[src/rtl/alu_control_sequencer.sv]
// Hardwired fetch/decode/execute sequencer driving every Datapath control input.
// Ports: Clock, Clear (sync high reset), Start, IR (in); Run, bus/load strobes, CONTROL, R_Out, R_In, Illegal (out).
module alu_control_sequencer #(
    parameter int NUM_REGS = 16,
    parameter int OPW      = 5
) (
    input  logic                Clock,
    input  logic                Clear,
    input  logic                Start,
    input  logic [31:0]         IR,
    output logic                Run,
    output logic                PC_Out,
    output logic                ZLO_Out,
    output logic                ZHI_Out,
    output logic                MDR_Out,
    output logic                MAR_In,
    output logic                PC_In,
    output logic                MDR_In,
    output logic                IR_In,
    output logic                Y_In,
    output logic                Z_In,
    output logic                LO_In,
    output logic                HI_In,
    output logic                IncPC,
    output logic                Read,
    output logic [OPW-1:0]      CONTROL,
    output logic [NUM_REGS-1:0] R_Out,
    output logic [NUM_REGS-1:0] R_In,
    output logic                Illegal
);

    typedef enum logic [3:0] {
        S_IDLE, S_T0, S_T1, S_T2, S_T3, S_T4, S_T5, S_T6, S_HALT
    } state_t;

    state_t state;
    state_t state_n;

    logic [OPW-1:0]      op;
    logic                is_alu;
    logic                is_md;
    logic                is_nop;
    logic                is_halt;
    logic [NUM_REGS-1:0] ra_sel;
    logic [NUM_REGS-1:0] rb_sel;
    logic [NUM_REGS-1:0] rc_sel;
    logic                unused_ir;

    assign op      = IR[31 -: OPW];
    assign is_alu  = (op <= OPW'(13));
    assign is_md   = (op == OPW'(14)) || (op == OPW'(15));
    assign is_nop  = (op == OPW'(26));
    assign is_halt = (op == OPW'(27));

    // Register fields decode straight to one-hot selects.
    assign ra_sel = NUM_REGS'(1) << IR[26:23];
    assign rb_sel = NUM_REGS'(1) << IR[22:19];
    assign rc_sel = NUM_REGS'(1) << IR[18:15];

    assign unused_ir = ^IR[14:0];

    always_ff @(posedge Clock) begin
        if (Clear) state <= S_IDLE;
        else       state <= state_n;
    end

    always_comb begin
        state_n = state;
        Run     = 1'b0;
        PC_Out  = 1'b0;
        ZLO_Out = 1'b0;
        ZHI_Out = 1'b0;
        MDR_Out = 1'b0;
        MAR_In  = 1'b0;
        PC_In   = 1'b0;
        MDR_In  = 1'b0;
        IR_In   = 1'b0;
        Y_In    = 1'b0;
        Z_In    = 1'b0;
        LO_In   = 1'b0;
        HI_In   = 1'b0;
        IncPC   = 1'b0;
        Read    = 1'b0;
        CONTROL = '0;
        R_Out   = '0;
        R_In    = '0;
        Illegal = 1'b0;
        unique case (state)
            S_IDLE: if (Start) state_n = S_T0;
            S_T0: begin
                Run = 1'b1; PC_Out = 1'b1; MAR_In = 1'b1;
                IncPC = 1'b1; Z_In = 1'b1;
                state_n = S_T1;
            end
            S_T1: begin
                Run = 1'b1; ZLO_Out = 1'b1; PC_In = 1'b1;
                Read = 1'b1; MDR_In = 1'b1;
                state_n = S_T2;
            end
            S_T2: begin
                Run = 1'b1; MDR_Out = 1'b1; IR_In = 1'b1;
                state_n = S_T3;
            end
            S_T3: begin
                Run = 1'b1;
                if (is_alu || is_md) begin
                    R_Out = rb_sel; Y_In = 1'b1;
                    state_n = S_T4;
                end else if (is_nop) begin
                    state_n = S_T0;
                end else if (is_halt) begin
                    state_n = S_HALT;
                end else begin
                    // Undefined opcode behaves as nop but is flagged.
                    Illegal = 1'b1;
                    state_n = S_T0;
                end
            end
            S_T4: begin
                Run = 1'b1; R_Out = rc_sel; Z_In = 1'b1;
                CONTROL = op;
                state_n = S_T5;
            end
            S_T5: begin
                Run = 1'b1; ZLO_Out = 1'b1;
                if (is_md) begin
                    LO_In = 1'b1;
                    state_n = S_T6;
                end else begin
                    R_In = ra_sel;
                    state_n = S_T0;
                end
            end
            S_T6: begin
                Run = 1'b1; ZHI_Out = 1'b1; HI_In = 1'b1;
                state_n = S_T0;
            end
            S_HALT: if (Start) state_n = S_T0;
            default: state_n = S_IDLE;
        endcase
    end

endmodule

[config.mk]
export PLATFORM = sky130hd
export DESIGN_NAME = alu_control_sequencer
export DESIGN_NICKNAME = d
export VERILOG_FILES = /design/src/rtl/alu_control_sequencer.sv
export SDC_FILE = /design/constraint.sdc
export NUM_CORES = 1
export LEC_CHECK = 0
export CAP_MARGIN = 20
export CORE_MARGIN = 4
export CORE_UTILIZATION = 28
export DETAILED_ROUTE_END_ITERATION = 6
export HOLD_SLACK_MARGIN = 0.02
export PLACE_DENSITY = 0.81
export SYNTH_ARGS = -nofsm -noshare
export SYNTH_HDL_FRONTEND = slang
export SYNTH_SLANG_ARGS = --single-unit
export TNS_END_PERCENT = 1
[constraint.sdc]
create_clock -name Clock -period 2.8 [get_ports Clock]
set_clock_uncertainty 0.1 [all_clocks]
set_input_delay 0.56 -clock Clock [delete_from_list [all_inputs] [get_ports Clock]]
set_output_delay 0.56 -clock Clock [all_outputs]
set_load 0.02 [all_outputs]
==> impl_metrics.json <==
{
  "run_status": "finished, final reports clean",
  "setup_ws_ns": 0.00632,
  "synth_area_sq_um": 807,
  "crit_fanout": 7,
  "nNetsFinal": 235,
  "holdWs_ns": 0.604,
  "ys_seq_area_share_pct": 9.92,
  "vias": 1249,
  "finalNonFillerCells": 229,
  "period_needed_ns": 2.79,
  "leakagePower_nw": 0.696,
  "ys_ff_latch": 4,
  "hold_path_startpoint": "state[3]$_SDFFE_PP0P_",
  "regMostFlops": "state",
  "top_regs": "state x4",
  "final_cell_mix": "36 x clkdlybuf4s50_1, 22 x clkbuf_2, 19 x nor2_1, 18 x buf_4, 10 x o22ai_1",
  "power_mw": 0.294,
  "cts.hold.buffers_added": 0,
  "slowest_stage": "clkdlybuf4s50_1",
  "grt_pass1_wl_um": 5150,
  "finalInstanceArea_sq_mm": 0.00152,
  "synth_edf_count": 0,
  "core-area_sq_mm": 0.00276,
  "async_reset_ff_share_pct": 0,
  "antenna_cells": 0,
  "hold_viol": 0,
  "mappedNetlistNets": 153,
  "dp.cells": 226,
  "die_y_um": 61.7,
  "io_buffer_count": 72,
  "die_x_um": 61.7,
  "place_area_sq_mm": 0.00162,
  "finalSetupViolations": 0,
  "drt-initial-drc-count": 76,
  "fmaxAchievable_mhz": 358,
  "synth_flop_cell": "dfxtp_1",
  "intPower_mw": 0.188,
  "power_frac_seq_pct": 21.1,
  "dp_hpwl_um": 2790,
  "dieArea_sq_mm": 0.00381,
  "drtAntennaViolNets": 0,
  "worstSetupPathType": "input pin to output port",
  "powerDensity_mw_per_mm2": 193,
  "endpoint_kind": "output port",
  "ys_types": 38,
  "arrival_ns": 2.13,
  "ys_warn_count": 0,
  "power_switching_mw": 0.106,
  "reg2reg_to": "state[2]$_SDFFE_PP0P_",
  "worstHoldEndpoint": "state[0]$_SDFFE_PP0P_",
  "crit_required_ns": 2.14,
  "antenna_found_initial": 0,
  "initial_core_util_pct": 29.3,
  "cts_buffer_depth": 2,
  "cp_common_cell": "nand4b_1",
  "path_cells": "clkdlybuf4s50_1 > buf_4 > nand4b_1 > nand4b_1 > nor2_1 > dlygate4sd2_1",
  "slew_headroom_pct": 71.6,
  "clockRootBuffer": "clkbuf_4",
  "clkTransAtPathRegs_ns": 0.04,
  "cts_tree": "built",
  "max-vdd-ir-drop_v": 0.000281,
  "r2r.worst_path.cells": 3,
  "rows": 19,
  "htreeDepth": 1,
  "clkPwrFrac_pct": 25.9,
  "regToRegSetupSlack_ns": 1.15,
  "gp_congestion": 0.931,
  "final_common_cell": "clkdlybuf4s50_1",
  "globalRoute.totalOverflow": 0,
  "max_stage_delay_ns": 0.49,
  "maxSlewViolCount": 0,
  "drv_cap": 0,
  "ios": 88,
  "clk_latency_ns": 0.25,
  "largest_reg_flops": 4,
  "wl_um": 3490,
  "cts_made_buffers": 3,
  "layout-drive-gt1-share_pct": 26.8,
  "synthCells": 118,
  "hold_path.class": "flop to flop",
  "grt_pass1_vias": 1200,
  "drc_errors": 0,
  "hold_depth": 3,
  "worstMarginPinSlew_ns": 0.423,
  "wl_per_cell_um": 15.3,
  "grt_usage_pct": 17.8,
  "swShare_pct": 36.1,
  "cts_sinks": 4,
  "drt_pass1_iterations": 4,
  "syn_avg_cell_area_sq_um": 6.84,
  "p_comb_share_pct": 53.0,
  "nFillCells": 269,
  "min_period_over_period_pct": 99.8,
  "grt_setup_unrepaired": "yes",
  "area_growth_pct": 88.8,
  "crit_path_start_kind": "input pin",
  "worstReg2RegStart": "state[3]$_SDFFE_PP0P_",
  "pre_cts_slack_ns": -0.343,
  "viasPerCell": 5.45,
  "grt_max_degree": 13
}
worst max-delay path by stage:
stage | from | end | slack [ns] | cells past startpoint
2_1_floorplan | state[0]$_SDFFE_PP0P_ | R_Out[12] | 0.18 | 5
3_3_place_gp | IR[31] | R_Out[12] | -0.29 | 4
3_5_place_dp | IR[31] | R_Out[12] | -0.34 | 4
4_1_cts | IR[31] | R_In[2] | 0.003 | 6
5_1_grt | IR[31] | R_In[9] | -0.11 | 6
6_report | IR[31] | R_In[9] | 0.006 | 6
power groups by stage:
stage,clock network [mW],logic [mW],registers (mW)
after floorplan,0,0.0800,0.0626
after global placement,0,0.152,0.0625
after detailed placement,0,0.155,0.0630
after CTS,0.0785,0.157,0.0621
after global routing,0.0813,0.167,0.0623
final,0.0761,0.156,0.0622
synth_stat cells (all sizes together) (2+ instances only):
library cell / count / area share (%)
nor4: 2 / 1.6
inv: 3 / 1.4
buf: 9 / 8.8
and4bb: 2 / 3.1
nand3: 4 / 2.5
o32ai: 6 / 7.4
o22ai: 10 / 7.8
nor3b: 2 / 1.9
dfxtp: 4 / 9.9
and2: 5 / 3.9
or4b: 2 / 2.9
nand2: 6 / 2.8
or3: 3 / 2.3
nand2b: 8 / 6.2
clkbuf: 4 / 1.9
nor3: 5 / 3.1
nor2: 19 / 8.8
nand4b: 3 / 3.3
nand3b: 6 / 5.6
or2: 2 / 1.6
what timing repair did:
item	4_1_cts	5_1_grt
gates resized for setup	37	57
pin swaps	0	3
setup endpoints to repair	33	32
setup buffers	0	0
area by class of cell:
type,instances,area [sq um],share of cell area (%)
Clock buffer,3,22.5,1.48
Multi-Input combinational cell,98,634,41.6
Timing Repair Buffer,90,737,48.4
Sequential cell,4,80.1,5.25
Tap cell,31,38.8,2.55
Inverter,3,11.3,0.739
worst max-delay path, delay by kind of cell:
kind / cells / cell delay (ns)
buffers and inverters: 3 / 0.98
and+or+nand+nor: 3 / 0.59
cells by family after synthesis:
| family | after synthesis | synth area share, % |
|---|---|---|
| buffers and inverters | 16 | 12.1 |
| xor gates and xnor gates | 1 | 1.09 |
| DFF | 4 | 9.92 |
| AOI/OAI and AO/OA | 21 | 20.8 |
| muxes | 1 | 1.24 |
| and+or+nand+nor | 75 | 54.9 |
metal layers:
| layer | GRT usage [%] | wire length [um] | vias up |
|---|---|---|---|
| met3 | 4.61 | 377 | 8 |
| met5 | 0 | 0 | - |
| li1 | - | - | 603 |
| met2 | 31.4 | 1730 | 70 |
| met4 | 9.09 | 73 | 0 |
| met1 | 19.6 | 1320 | 568 |
through the flow:
stage          setup TNS (ns)  util, %
2_1_floorplan               0        -
3_3_place_gp            -6.66     58.6
3_5_place_dp            -7.82     58.6
4_1_cts                     0     58.2
5_1_grt                -0.483     55.3
6_report                    0     55.3
(Power assumes the default switching activity.)
